`config.mk`:
```
export PLATFORM = sky130hd
export DESIGN_NAME = gcd_sched
export DESIGN_NICKNAME = d
export VERILOG_FILES = /design/src/rtl/gcd_sched.sv
export SDC_FILE = /design/constraint.sdc
export NUM_CORES = 1
export LEC_CHECK = 0
export BUFFER_PORTS_ARGS = -buffer_cell sky130_fd_sc_hd__buf_2
export CELL_PAD_IN_SITES_DETAIL_PLACEMENT = 1
export CELL_PAD_IN_SITES_GLOBAL_PLACEMENT = 2
export CORE_MARGIN = 8
export CORE_UTILIZATION = 25
export CTS_BUF_LIST = sky130_fd_sc_hd__clkbuf_4 sky130_fd_sc_hd__clkbuf_8
export DETAILED_ROUTE_END_ITERATION = 7
export MAX_ROUTING_LAYER = met4
export PLACE_DENSITY = 0.84
export SLEW_MARGIN = 20
export SYNTH_ARGS = -nofsm -noshare
export SYNTH_HDL_FRONTEND = slang
export SYNTH_SLANG_ARGS = --single-unit
```
`constraint.sdc`:
```
create_clock -name clk_i -period 2.4 [get_ports clk_i]
set_input_delay 0.24 -clock clk_i [delete_from_list [all_inputs] [get_ports clk_i]]
set_output_delay 0.24 -clock clk_i [all_outputs]
set_load 0.01 [all_outputs]
```
`src/rtl/gcd_sched.sv`:
```
// Round-robin scheduler that shares one GCD core among NREQ requesters.
// Grants one request at a time, launches the core, and returns the result or a timeout error.
module gcd_sched #(
  parameter int unsigned NREQ    = 4,
  parameter int unsigned W       = 32,
  parameter int unsigned TIMEOUT = 256
) (
  input  logic                         clk_i,
  input  logic                         rst_ni,
  input  logic [NREQ-1:0]              req_valid_i,
  input  logic [NREQ*W-1:0]            req_a_i,
  input  logic [NREQ*W-1:0]            req_b_i,
  output logic [NREQ-1:0]              req_ready_o,
  output logic                         rsp_valid_o,
  output logic [$clog2(NREQ)-1:0]      rsp_id_o,
  output logic [W-1:0]                 rsp_result_o,
  output logic                         rsp_err_o,
  output logic                         gcd_start_o,
  output logic [W-1:0]                 gcd_a_o,
  output logic [W-1:0]                 gcd_b_o,
  input  logic                         gcd_busy_i,
  input  logic                         gcd_valid_i,
  input  logic [W-1:0]                 gcd_result_i
);

  localparam int unsigned IdW  = $clog2(NREQ);
  localparam int unsigned CntW = $clog2(TIMEOUT);
  localparam logic [CntW-1:0] CntLast = CntW'(TIMEOUT - 1);

  typedef enum logic [1:0] {StIdle, StIssue, StWait, StResp} state_e;

  state_e          state_q, state_d;
  logic [IdW-1:0]  last_q, last_d;
  logic [IdW-1:0]  id_q, id_d;
  logic [W-1:0]    op_a_q, op_a_d;
  logic [W-1:0]    op_b_q, op_b_d;
  logic [W-1:0]    result_q, result_d;
  logic            err_q, err_d;
  logic [CntW-1:0] cnt_q, cnt_d;

  logic            w_grant_vld;
  logic [IdW-1:0]  w_grant_idx;
  logic [IdW-1:0]  w_cand;
  logic            w_unused;

  // The core's busy flag carries no information the scheduler needs.
  assign w_unused = gcd_busy_i;

  assign gcd_a_o = op_a_q;
  assign gcd_b_o = op_b_q;

  // Round-robin search starting just after the last requester served.
  always_comb begin
    w_grant_vld = 1'b0;
    w_grant_idx = '0;
    w_cand      = '0;
    for (int unsigned i = 1; i <= NREQ; i++) begin
      w_cand = IdW'((32'(last_q) + i) % NREQ);
      if (!w_grant_vld && req_valid_i[w_cand]) begin
        w_grant_vld = 1'b1;
        w_grant_idx = w_cand;
      end
    end
  end

  always_comb begin
    state_d      = state_q;
    last_d       = last_q;
    id_d         = id_q;
    op_a_d       = op_a_q;
    op_b_d       = op_b_q;
    result_d     = result_q;
    err_d        = err_q;
    cnt_d        = cnt_q;
    req_ready_o  = '0;
    gcd_start_o  = 1'b0;
    rsp_valid_o  = 1'b0;
    rsp_id_o     = '0;
    rsp_result_o = '0;
    rsp_err_o    = 1'b0;

    case (state_q)
      StIdle: begin
        // Ready is combinational, so hold it off while reset is still asserted.
        if (w_grant_vld && rst_ni) begin
          req_ready_o[w_grant_idx] = 1'b1;
          op_a_d  = req_a_i[32'(w_grant_idx) * W +: W];
          op_b_d  = req_b_i[32'(w_grant_idx) * W +: W];
          id_d    = w_grant_idx;
          state_d = StIssue;
        end
      end
      StIssue: begin
        gcd_start_o = 1'b1;
        cnt_d       = '0;
        state_d     = StWait;
      end
      StWait: begin
        if (gcd_valid_i) begin
          result_d = gcd_result_i;
          err_d    = 1'b0;
          state_d  = StResp;
        end else if (cnt_q == CntLast) begin
          result_d = '0;
          err_d    = 1'b1;
          state_d  = StResp;
        end else if (cnt_q != '1) begin
          cnt_d = cnt_q + CntW'(1);
        end
      end
      StResp: begin
        rsp_valid_o  = 1'b1;
        rsp_id_o     = id_q;
        rsp_result_o = result_q;
        rsp_err_o    = err_q;
        last_d       = id_q;
        state_d      = StIdle;
      end
      default: begin
        state_d = StIdle;
      end
    endcase
  end

  always_ff @(posedge clk_i or negedge rst_ni) begin
    if (!rst_ni) begin
      state_q  <= StIdle;
      last_q   <= IdW'(NREQ - 1);
      id_q     <= '0;
      op_a_q   <= '0;
      op_b_q   <= '0;
      result_q <= '0;
      err_q    <= 1'b0;
      cnt_q    <= '0;
    end else begin
      state_q  <= state_d;
      last_q   <= last_d;
      id_q     <= id_d;
      op_a_q   <= op_a_d;
      op_b_q   <= op_b_d;
      result_q <= result_d;
      err_q    <= err_d;
      cnt_q    <= cnt_d;
    end
  end

endmodule

```
## Word level (Yosys, flattened, before mapping)

Index checks and enable logic that the tools add are counted.

- Register bits: 111
- Bits in latches: 0
- Memory bits (writable): 0
- Memory bits (read-only): 0
- Word-level logic and storage cells: 83
- Memories kept: 0

- Add/subtract/negate cells: 5
- $mul: 0
- Div/mod/pow operators: 0
- Magnitude comparators: 6
- Equal/unequal tests: 10
- Shift operators: 2
- Multiplexer cells: 37
- Bitwise gates (word level): 0
- Reduce and logical (&&, ||, !) cells: 15

Operator list:

| operator | number |
|---|---|
| $shiftx 128x8->32 | 2 |
| $mux 32 | 3 |
| $mux 8 | 3 |
| $mux 2 | 8 |
| $pmux 8 s2 | 1 |
| $lt 2x3->1 const B | 5 |
| $mux 1 | 14 |
| $add 8x1->8 const B | 1 |
| $bmux 1 s2 | 4 |
| $eq 8x8->1 const B | 1 |
| $mux 4 | 2 |
| $ne 2x2->1 const B | 4 |
| $ne 8x8->1 const B | 1 |
| $pmux 2 s4 | 1 |
| $reduce_and 2->1 | 3 |
| $logic_and 1x1->1 | 5 |
| $add 2x1->2 const B | 2 |
| $add 2x2->2 const B | 2 |
| $eq 2x2->1 const B | 2 |
| $reduce_and 4->1 | 1 |
| $reduce_bool 2->1 | 2 |
| $logic_not 1->1 | 3 |
| $ne 3x3->1 const B | 1 |
| $demux 1 s2 | 1 |
| 3 further kinds | 3 |

## Logic depth before layout (Yosys ltp)

Gate-level depths: netlist of the first run.

- Depth in word-level cells: 19
- Mapped depth: 8
- Gate-level depth less buffers: 7

## Least setup slack after synthesis of the first run

No wires, ideal clock.

- Path kind: reg2out
- Start: register last_q[0]
- End: output req_ready_o[0]
- Arrival time: 1.650 ns
- Slack: 0.510 ns
- Cell stages (with the launch flop): 8
- Buffers on the path: 3
- Cells stage by stage: dfstp_2 -> nand2b_1 -> a21o_1 -> and3_1 -> buf_2 -> buf_4 -> clkbuf_1 -> and3_1

- Word-level cells in the longest chain between the ends: 19
- Elaborated cells between the ends (all ways): 34
- Classes of those cells: add/sub (4); order compare (2); mux (20); reduce/logical (8)

Ends and longest elaborated chain:

| what | RTL line | text |
|---|---|---|
| start: declaration | 33 | `logic [IdW-1:0] last_q, last_d;` |
| start signal: assignment | 128 | `last_q <= IdW'(NREQ - 1);` |
| start signal: assignment | 137 | `last_q <= last_d;` |
| $add 2x1->2 | 58 | `w_cand = IdW'((32'(last_q) + i) % NREQ);` |
| $bmux 1 s2 | 59 | `if (!w_grant_vld && req_valid_i[w_cand]) begin` |
| $mux 1 (implied by the code) | 59 |  |
| $mux 1 | 59 |  |
| $logic_not 1->1 | 59 |  |
| $logic_and 1x1->1 | 59 |  |
| $mux 1 | 59 |  |
| $logic_not 1->1 | 59 |  |
| [... 3 more ...] | -- |  |
| $logic_and 1x1->1 | 59 |  |
| $mux 2 | 59 |  |
| $lt 2x3->1 (implied by the code) / $ge 2x1->1 (equally long branches) | 86 | `req_ready_o[w_grant_idx] = 1'b1;` |
| $logic_and 1x1->1 (implied by the code) | 86 |  |
| $mux 1 (implied by the code) | 86 |  |
| $demux 1 s2 | 86 |  |
| $mux 4 * | 85 | `if (w_grant_vld && rst_ni) begin` |
| $mux 4 * | 82 | `case (state_q)` |
| end: declaration | 13 | `output logic [NREQ-1:0] req_ready_o,` |

Every way passes the cells marked *; elsewhere a longest branch is shown, timed or not. The select of a mux whose other input is x is not followed.

## Worst setup path in the final report of the first run

- Start: register last_q[1]
- End: output req_ready_o[1]

Same word-level chain as after synthesis.

==> results of run 1 <==
[sequential cells by signal (all words and copies together) (netlist names)]
register and cells:
err_q 1, last_q 2, state_q 2, result_q 32, gcd_a_o 32, gcd_b_o 32, cnt_q 8, id_q 2
[what timing repair did]
| item | 4_1_cts | 5_1_grt |
|---|---|---|
| hold buffers | 1 | 0 |
| buffers inserted | 1 | 0 |
| resized for setup | 1 | 1 |
| setup endpoints to repair | 2 | 2 |
| pin swaps | 1 | 2 |
| endpoints found under the hold margin | 51 | 0 |
| gates cloned | 1 | 0 |
[cells in the mapped netlist (3+ instances only)]
cell type    n  area share, %
clkbuf_1    45            2.5
a22o_1      32            4.1
o21ai_0      8           0.59
mux2i_1     65            9.5
nor2b_1      4           0.37
a211oi_1    79            8.7
nor2_1      74            4.1
a31oi_1     64            5.9
dfrtp_1    109             40
ha_1         5           0.92
buf_2       14            1.0
inv_1       68            3.7
and3_1       4           0.37
nand2b_1     3           0.27
buf_6        6           0.99
a211oi_2    49            9.0
nand3_1      4           0.29
and2_1      38            3.5
nand2_1      7           0.38
[logic make-up after synthesis]
kind of cell / Yosys count
and+or+nand+nor: 142
buffers and inverters: 136
AOI/OAI and AO/OA: 244
DFF: 111
adders and majority gates: 5
muxes: 67
xor gates and xnor gates: 3
[layer usage]
metal | wire length (um) | up-vias | track usage, %
met5 | 0 | - | -
met4 | 782 | 0 | 6.53
met3 | 1800 | 44 | 4.13
met2 | 15500 | 260 | 31.7
met1 | 12800 | 3488 | 21.8
li1 | - | 3316 | -
[through the flow]
step / setup TNS (ps) / hold WS (ps)
2_1_floorplan: 0 / -55.6
3_3_place_gp: 0 / 50.2
3_5_place_dp: 0 / 51.6
4_1_cts: 0 / 17.4
5_1_grt: -12.3 / 28.0
6_report: 0 / 54.4
[worst max-delay path, delay by kind of cell (launching register included)]
kind            cells  cell delay [ps]
compound gates      2              380
flops               1              620
buf+inv             2              340
simple gates        2              260
[final cells by class]
cell class	count	area [um2]	area share, %
multi-input combinational	461	3510	36.9
sequential	111	2780	29.2
timing repair buffer	424	2330	24.5
tap	341	427	4.47
inverter	68	255	2.68
clock buffer	9	124	1.30
clock inverter	7	83.8	0.879
antenna	7	17.5	0.184
[worst paths after layout]
kind | from | cells after the start | endpoint
hold / removal | gcd_result_i[0] | 2 | result_q[0]
min in group asynchronous | rst_ni | 2 | id_q[0]
setup reg to reg | last_q[0] | 7 | gcd_a_o[0]
max in group asynchronous | rst_ni | 4 | result_q[28]
setup / recovery | last_q[1] | 6 | req_ready_o[1]
hold reg to reg | result_q[0] | 1 | result_q[0]
[placed cells by master (no fill, tap or decap), types with 2 or more instances in the layout]
cell type	synthesis	routed
a211oi_1	79	79
a211oi_2	49	49
a21oi_1	2	2
a22o_1	32	32
a31oi_1	64	64
and2_1	38	38
and3_1	4	3
and3_4	1	2
buf_12	0	8
buf_2	14	398
buf_4	2	15
clkbuf_8	0	9
clkinv_8	0	2
dfrtp_1	109	109
dfstp_2	2	2
diode_2	0	7
ha_1	5	5
inv_1	68	68
inv_8	0	3
mux2_2	2	2
mux2i_1	65	65
nand2_1	7	6
nand2b_1	3	3
nand3_1	4	4
nor2_1	74	73
nor2b_1	4	3
o21ai_0	8	7
o21ai_4	0	2
xor2_1	2	2
[power by group through the flow]
stage               combinational, mW  sequential [mW]  clock [mW]
floorplan                        3.06             3.41           0
global placement                 5.27             3.23           0
detailed placement               5.39             3.26           0
CTS                              5.51             3.24        1.31
global route                     5.89             3.35        1.36
finish                           5.39             3.24        1.24
==> impl_metrics.json, run 1 <==
{
  "status": "finished clean",
  "cts.sinks": 111,
  "htreeDepth": 3,
  "dp_cells": 1402,
  "place_area_um2": 9250,
  "synth_ff_type": "dfrtp_1",
  "root_buffer": "clkbuf_8",
  "place_congestion": 0.844,
  "worst_pin_slew_ps": 861,
  "p_leak_nw": 4.75,
  "num_rows": 60,
  "slew_viol_final": 0,
  "ant_nets": 0,
  "drt-total-wl_mm": 30.9,
  "setup_ws_ps": 155,
  "portBuffers": 399,
  "slew_headroom_pct": 42.6,
  "p_per_area_nw_per_um2": 1030,
  "drive_gt1_share_pct": 46.8,
  "fillers": 3258,
  "slowest_stage": "dfstp_2",
  "power.switching_mw": 4.41,
  "rsz0062_at_grt": "yes",
  "clk_pin_slew_ps": 140,
  "die_h_um": 181,
  "synth-edff-count": 0,
  "clk_path_buf_depth": 2,
  "synth_top_family_by_area": "compound AO/OA/AOI/OAI gates",
  "max_freq_mhz": 445,
  "grt_pass1_wl_mm": 47.5,
  "syn_inst": 708,
  "grt_max_degree": 65,
  "switching_share_pct": 44.7,
  "dieArea_um2": 32900,
  "place_hpwl_mm": 23.0,
  "cp-end-kind": "primary output",
  "grt-ovfl-total": 0,
  "antenna_found_initial": 7,
  "period_share_pct": 93.6,
  "seq_area_frac_synth_pct": 40.7,
  "synth-compound-area-share_pct": 29.4,
  "coreArea_um2": 26900,
  "worstSetupPathType": "register to primary output",
  "hold_viol_final": 0,
  "setup_viol": 0,
  "synth_xor_area_share_pct": 0.385,
  "syn_to_final_growth_pct": 39.6,
  "die_w_um": 181,
  "muxShareOfSynthArea_pct": 9.86,
  "syn_area_um2": 6830,
  "cp_max_fo": 30,
  "rrSetupSlack_ps": 220,
  "drc_errors": 0,
  "critPathRequiredTime_ps": 2160,
  "combPwrFrac_pct": 54.6,
  "syn_area_per_cell_um2": 9.65,
  "power_mw": 9.86,
  "synthSimpleGateAreaFrac_pct": 10.2,
  "critPathArrivalTime_ps": 2010,
  "synth-async-reset-ratio_pct": 100,
  "cts_tree": "yes",
  "wl_per_cell_um": 21.7,
  "max_cap_viol_count": 0,
  "start_kind": "register",
  "grt_pass1_vias": 7880,
  "crit_path_max_incr_delay_ps": 620,
  "cp_cell_sequence": "o21ai_0 -> o221ai_1 -> nand2_2 -> buf_12 -> nor2_1 -> buf_2",
  "post-route-util_pct": 35.5,
  "yosys_warnings": 0,
  "p_clk_share_pct": 12.6,
  "nets": 1376,
  "vias": 7108,
  "skew_ps": 21.3,
  "period_needed_ps": 2250,
  "grt.total_usage_pct": 18.8,
  "min-delay-path-class": "input port to register",
  "vias_per_cell": 4.98,
  "synth_seq_cells": 111,
  "final_area_um2": 9540,
  "start_util_pct": 25.4,
  "synth_fp_nets": 1009,
  "cts_made_buffers": 9,
  "synth_cell_type_count": 42,
  "drt-pass1-iter-count": 4,
  "place_ws_ps": 355,
  "io_pins": 401,
  "yosys.area_share.adder_pct": 0.916,
  "finalNonFillerCells": 1428,
  "ir_worst_vdd_v": 0.000360,
  "drt_iter0_markers": 278,
  "clock_latency_ps": 390,
  "intPower_mw": 5.46,
  "seq_power_share_pct": 32.8
}
No activity file was read; power rests on OpenSTA's default activity.
==> run 2, diff against run 1 <==
--- a/config.mk
+++ b/config.mk
@@ -5,15 +5,17 @@
 export SDC_FILE = /design/constraint.sdc
 export NUM_CORES = 1
 export LEC_CHECK = 0
+export ABC_AREA = 1
 export BUFFER_PORTS_ARGS = -buffer_cell sky130_fd_sc_hd__buf_2
 export CELL_PAD_IN_SITES_DETAIL_PLACEMENT = 1
 export CELL_PAD_IN_SITES_GLOBAL_PLACEMENT = 2
 export CORE_MARGIN = 8
-export CORE_UTILIZATION = 25
+export CORE_UTILIZATION = 23
 export CTS_BUF_LIST = sky130_fd_sc_hd__clkbuf_4 sky130_fd_sc_hd__clkbuf_8
 export DETAILED_ROUTE_END_ITERATION = 7
 export MAX_ROUTING_LAYER = met4
 export PLACE_DENSITY = 0.84
+export SKIP_LAST_GASP = 1
 export SLEW_MARGIN = 20
 export SYNTH_ARGS = -nofsm -noshare
 export SYNTH_HDL_FRONTEND = slang
==> impl_metrics.json, run 2 <==
{
  "drive_gt1_share_pct": 30.8,
  "worstSetupPathType": "register to register",
  "critPathRequiredTime_ps": 2680,
  "cp-end-kind": "register",
  "critPathArrivalTime_ps": 2710,
  "violations": "setup timing",
  "vias_per_cell": 4.32,
  "slew_headroom_pct": 53.8,
  "top_layer_used": "met4",
  "hold_viol_final": 0,
  "min-delay-path-class": "input port to register",
  "ant_nets": 0,
  "synth_top_area_share_pct": 34.8,
  "synth_most_common_cell": "nand2_1",
  "synth_fp_nets": 1580,
  "max_freq_mhz": 411,
  "yosys.area.top_type": "dfrtp_1",
  "clk_path_buf_depth": 2,
  "max_cap_viol_count": 0,
  "period_share_pct": 101,
  "portBuffers": 399,
  "dr_wl_met3_mm": 1.68,
  "rsz0062_at_grt": "yes",
  "htreeDepth": 3,
  "synth_cell_type_count": 29,
  "synth-async-reset-ratio_pct": 100,
  "cp_max_fo": 13,
  "skew_ps": 20.1,
  "syn_area_per_cell_um2": 6.12,
  "drc_errors": 0,
  "drt-total-wl_mm": 37.6,
  "cts.sinks": 111,
  "start_kind": "register",
  "grt_max_degree": 112,
  "wl_met1_mm": 16.1,
  "slew_viol_final": 0,
  "clock_latency_ps": 410,
  "post-route-util_pct": 33.9,
  "grt.total_usage_pct": 18.0,
  "worst_pin_slew_ps": 693,
  "synth-edff-count": 0,
  "setup_viol": 6,
  "start_util_pct": 23.3,
  "num_rows": 67,
  "synth_ff_type": "dfrtp_1",
  "vias": 9304,
  "place_congestion": 0.821,
  "finalNonFillerCells": 2153,
  "die_w_um": 200,
  "period_needed_ps": 2430,
  "syn_area_um2": 7830,
  "ir_worst_vdd_v": 0.000598,
  "antenna_found_initial": 10,
  "met2_length_mm": 18.8,
  "synth_seq_cells": 111,
  "syn_to_final_growth_pct": 45.2,
  "dp_cells": 2087,
  "clk_pin_slew_ps": 140,
  "syn_inst": 1279,
  "final_cell_mix": "446 x nand2_1, 394 x buf_2, 276 x inv_1",
  "setup_ws_ps": -31.4,
  "grt-ovfl-total": 0,
  "coreArea_um2": 33500,
  "grt_pass1_wl_mm": 56.8,
  "drt-pass1-iter-count": 4,
  "nets": 1991,
  "cts_made_buffers": 9,
  "io_pins": 401,
  "place_hpwl_mm": 27.0,
  "drt_iter0_markers": 337,
  "seq_area_frac_synth_pct": 35.5,
  "wl_per_cell_um": 17.5,
  "yosys_warnings": 0,
  "grt_pass1_vias": 10300,
  "p_leak_nw": 7.19,
  "layout_commonest_cell": "nand2_1",
  "p_per_area_nw_per_um2": 1310,
  "synth_area_leaders": "dfrtp_1 35%, nand2_1 22%, nand3_1 17%",
  "status": "finished with violations",
  "tns_ps": -100,
  "root_buffer": "clkbuf_8",
  "die_h_um": 200,
  "dieArea_um2": 40200,
  "cts_tree": "yes",
  "synth_top_cells_by_count": "465 x nand2_1, 279 x inv_1, 263 x nand3_1, 109 x dfrtp_1, 31 x or2_0"
}
-- run 2: cell types whose count changed in the layout (fill, tap and decap cells not counted), sizes merged, moves of 57 or more --
cell    delta
a211oi   -128
a31oi     -64
nor2      -57
mux2i     -64
nand3    +259
inv      +216
nand2    +464
-- run 2: power breakdown --
group / internal, mW / total [mW] / switching, mW
logic: 4.10 / 10.4 / 6.29
clock network: 0.435 / 1.30 / 0.862
registers: 2.71 / 3.17 / 0.461
total: 7.25 / 14.9 / 7.62
-- run 2: stage by stage --
stage | worst slack [ps] | power (mW) | hold WS (ps) | instance area, um2
2_1_floorplan | 160 | 8.86 | -55.6 | 7830
3_3_place_gp | 95.9 | 11.9 | 436 | 10400
3_5_place_dp | 46.3 | 12.2 | 431 | 10400
4_1_cts | -76.2 | 14.0 | 1.19 | 10900
5_1_grt | -155 | 16.3 | 7.32 | 11400
6_report | -31.4 | 14.9 | 33.4 | 11400
-- run 2: what timing repair did --
| action | CTS | global route |
|---|---|---|
| setup buffers | 10 | 9 |
| pin swaps | 5 | 21 |
| hold buffers | 16 | 0 |
| endpoints found under the setup margin | 4 | 68 |
| cloned | 1 | 7 |
| gates resized for setup | 22 | 50 |
| hold endpoints to repair | 113 | 0 |
-- run 2: per-layer routing --
layer | track usage [%] | vias to the layer above
met2 | 31.8 | 242
met1 | 20.0 | 4377
li1 | - | 4639
met5 | - | -
met4 | 5.52 | 0
met3 | 4.16 | 46
-- run 2: kinds of logic (layout without fill, tap and decap cells) --
kind of cell / Yosys count / count (layout) / synth area share, %
mux: 1 / 1 / 0.128
other cells: 0 / 10 / 0
simple gates: 791 / 791 / 43.9
flops: 111 / 111 / 35.5
compound gates: 18 / 18 / 1.25
fa+ha+maj: 5 / 5 / 0.799
buf+inv: 353 / 769 / 18.4
-- run 2: worst paths after layout --
path                                  start            to  slack [ps]  cells past startpoint
min in group asynchronous            rst_ni  result_q[10]         510                      3
max in group asynchronous            rst_ni    gcd_b_o[6]        1320                      3
hold reg to reg                 gcd_b_o[14]   gcd_b_o[14]         490                      2
hold / removal             gcd_result_i[23]  result_q[23]          30                      3
setup / recovery                  last_q[1]    gcd_b_o[4]         -30                     15
setup reg to reg                  last_q[1]    gcd_b_o[4]         -30                     15
-- run 2: layout make-up --
| type | count | area, um2 |
|---|---|---|
| Multi-Input combinational cell | 815 | 3780 |
| Clock buffer | 9 | 124 |
| Tap cell | 448 | 561 |
| Fill cell | 4464 | 22200 |
| Timing Repair Buffer | 470 | 2930 |
| Antenna cell | 10 | 25.0 |
| Clock inverter | 7 | 88.8 |
| Inverter | 283 | 1080 |
| Sequential cell | 111 | 2780 |
-- run 2: critical path: stages, from the launching register on --
cell and delay, ps:
dfstp_2 610, inv_2 110, nand2_4 80, nand2_2 60
nand2_2 100, nand2_4 70, nor2_4 130, nand3_2 90
nand2_4 100, nand2_8 70, buf_12 130, buf_6 160
buf_4 170, or2_2 270, nand3_1 100, nand3_1 70
==> run 3, diff against run 2 <==
--- a/config.mk
+++ b/config.mk
@@ -15,6 +15,7 @@
 export DETAILED_ROUTE_END_ITERATION = 7
 export MAX_ROUTING_LAYER = met4
 export PLACE_DENSITY = 0.84
+export SETUP_SLACK_MARGIN = 0.05
 export SKIP_LAST_GASP = 1
 export SLEW_MARGIN = 20
 export SYNTH_ARGS = -nofsm -noshare
==> impl_metrics.json, run 3 (same netlist as run 2, synthesis figures left out) <==
{
  "period_share_pct": 102,
  "crit_top_cell": "nand2_4",
  "root_buffer": "clkbuf_8",
  "drc_errors": 0,
  "start_kind": "register",
  "die_h_um": 200,
  "tns_ps": -176,
  "p_per_area_nw_per_um2": 1320,
  "ant_nets": 0,
  "place_hpwl_mm": 27.0,
  "vias": 9354,
  "max_cap_viol_count": 0,
  "period_needed_ps": 2440,
  "violations": "setup timing",
  "place_congestion": 0.821,
  "start_util_pct": 23.3,
  "multiInputGateArea_um2": 3800,
  "clk_pin_slew_ps": 140,
  "cp_cell_sequence": "inv_2 -> nand2_4 -> nand2_2 -> nand2_2 -> nand2_4 -> nor2_4 -> nand3_2 -> nand2_4 -> nand2_8 -> buf_12 -> buf_6 -> buf_4 -> or2_2 -> nand3_1 -> nand3_1",
  "grt_pass1_wl_mm": 56.8,
  "final_cell_mix": "446 x nand2_1, 394 x buf_2, 276 x inv_1",
  "cts_tree": "yes",
  "max_freq_mhz": 410,
  "layout_commonest_cell": "nand2_1",
  "die_w_um": 200,
  "use_met2_pct": 31.8,
  "worst_pin_slew_ps": 703,
  "drt-total-wl_mm": 38.5,
  "cts_made_buffers": 9,
  "clock_latency_ps": 410,
  "slew_headroom_pct": 53.2,
  "setup_ws_ps": -39.8,
  "num_rows": 67,
  "critPathRequiredTime_ps": 2680,
  "rsz0062_at_grt": "yes",
  "cp-end-kind": "register",
  "cp_max_fo": 13,
  "clk_path_buf_depth": 2,
  "portBuffers": 399,
  "hold_viol_final": 0,
  "ir_worst_vdd_v": 0.000598,
  "met3_usage_pct": 4.16,
  "worstSetupPathType": "register to register",
  "grt_pass1_vias": 10300,
  "drt_iter0_markers": 326,
  "place_ws_ps": 46.3,
  "syn_to_final_growth_pct": 47.4,
  "busiest_layer": "met2",
  "fillers": 4456,
  "min-delay-path-class": "input port to register",
  "wl_per_cell_um": 17.9,
  "slowest_stage": "dfstp_2",
  "dieArea_um2": 40200,
  "setup_viol": 6,
  "nets": 1997,
  "drt-pass1-iter-count": 4,
  "skew_ps": 19.5,
  "slew_viol_final": 0,
  "grt_use_met1_pct": 20.1,
  "drive_gt1_share_pct": 31.3,
  "critPathArrivalTime_ps": 2720,
  "htreeDepth": 3,
  "coreArea_um2": 33500,
  "crit_path_max_incr_delay_ps": 610,
  "grt_max_degree": 112,
  "cts.sinks": 111,
  "seq_area_um2": 2780,
  "antenna_found_initial": 10,
  "grt.total_usage_pct": 18.0,
  "finalNonFillerCells": 2159,
  "vias_per_cell": 4.33,
  "p_leak_nw": 7.27,
  "status": "finished with violations",
  "dp_cells": 2087,
  "io_pins": 401,
  "grt-ovfl-total": 0
}
## run 3: per-layer routing
layer / share of wire (%) / wire (um)
met1: 43 / 16400
met2: 50 / 19400
met3: 4.5 / 1720
met4: 2.6 / 1010
met5: 0 / 0
## run 3: final cells by class
| type | instances | share of cell area [%] |
|---|---|---|
| Timing Repair Buffer | 476 | 26.7 |
| Sequential cell | 111 | 24.1 |
| Inverter | 283 | 9.34 |
| Clock inverter | 7 | 0.770 |
| Clock buffer | 9 | 1.07 |
| Antenna cell | 10 | 0.217 |
| Multi-Input combinational cell | 815 | 33.0 |
| Tap cell | 448 | 4.86 |
## run 3: path summary, 6_finish.rpt
| check | start | endpoint | slack (ps) | cells after the start |
|---|---|---|---|---|
| max | last_q[1] | gcd_b_o[4] | -40 | 15 |
| min | gcd_result_i[23] | result_q[23] | 30 | 3 |
| max reg2reg | last_q[1] | gcd_b_o[4] | -40 | 15 |
| min reg2reg | gcd_b_o[14] | gcd_b_o[14] | 490 | 2 |
| max in group asynchronous | rst_ni | gcd_b_o[6] | 1310 | 3 |
| min in group asynchronous | rst_ni | result_q[10] | 520 | 3 |
## run 3: metrics by stage
stage               utilization [%]  cell area [um2]  hold WS [ps]  total power [mW]
global placement               31.0            10400           436              11.9
global route                   34.4            11500          7.32              16.6
detailed placement             31.0            10400           431              12.2
CTS                            32.6            10900          1.19              14.0
finish                         34.4            11500          34.1              15.2
floorplan                         -             7830         -55.6              8.86
## run 3: critical path, delay by kind of cell, from the launching register on
family	cells	cell delay [ps]
buf+inv	4	570
flops	1	610
simple gates	11	1140
## run 3: where the power goes
group | internal (mW) | switching (mW) | total (mW) | leakage, nW
Clock | 0.435 | 0.867 | 1.30 | 0.107
Combinational | 4.30 | 6.46 | 10.8 | 5.77
Sequential | 2.71 | 0.461 | 3.17 | 1.39
Total | 7.45 | 7.79 | 15.2 | 7.27
## run 3: repair_timing
item | in CTS | in global routing
buffers inserted | 10 | 10
pin swaps | 5 | 21
cloned | 1 | 13
hold endpoints to repair | 113 | 0
hold buffers | 16 | 0
resized for setup | 23 | 57
endpoints found under the setup margin | 6 | 69
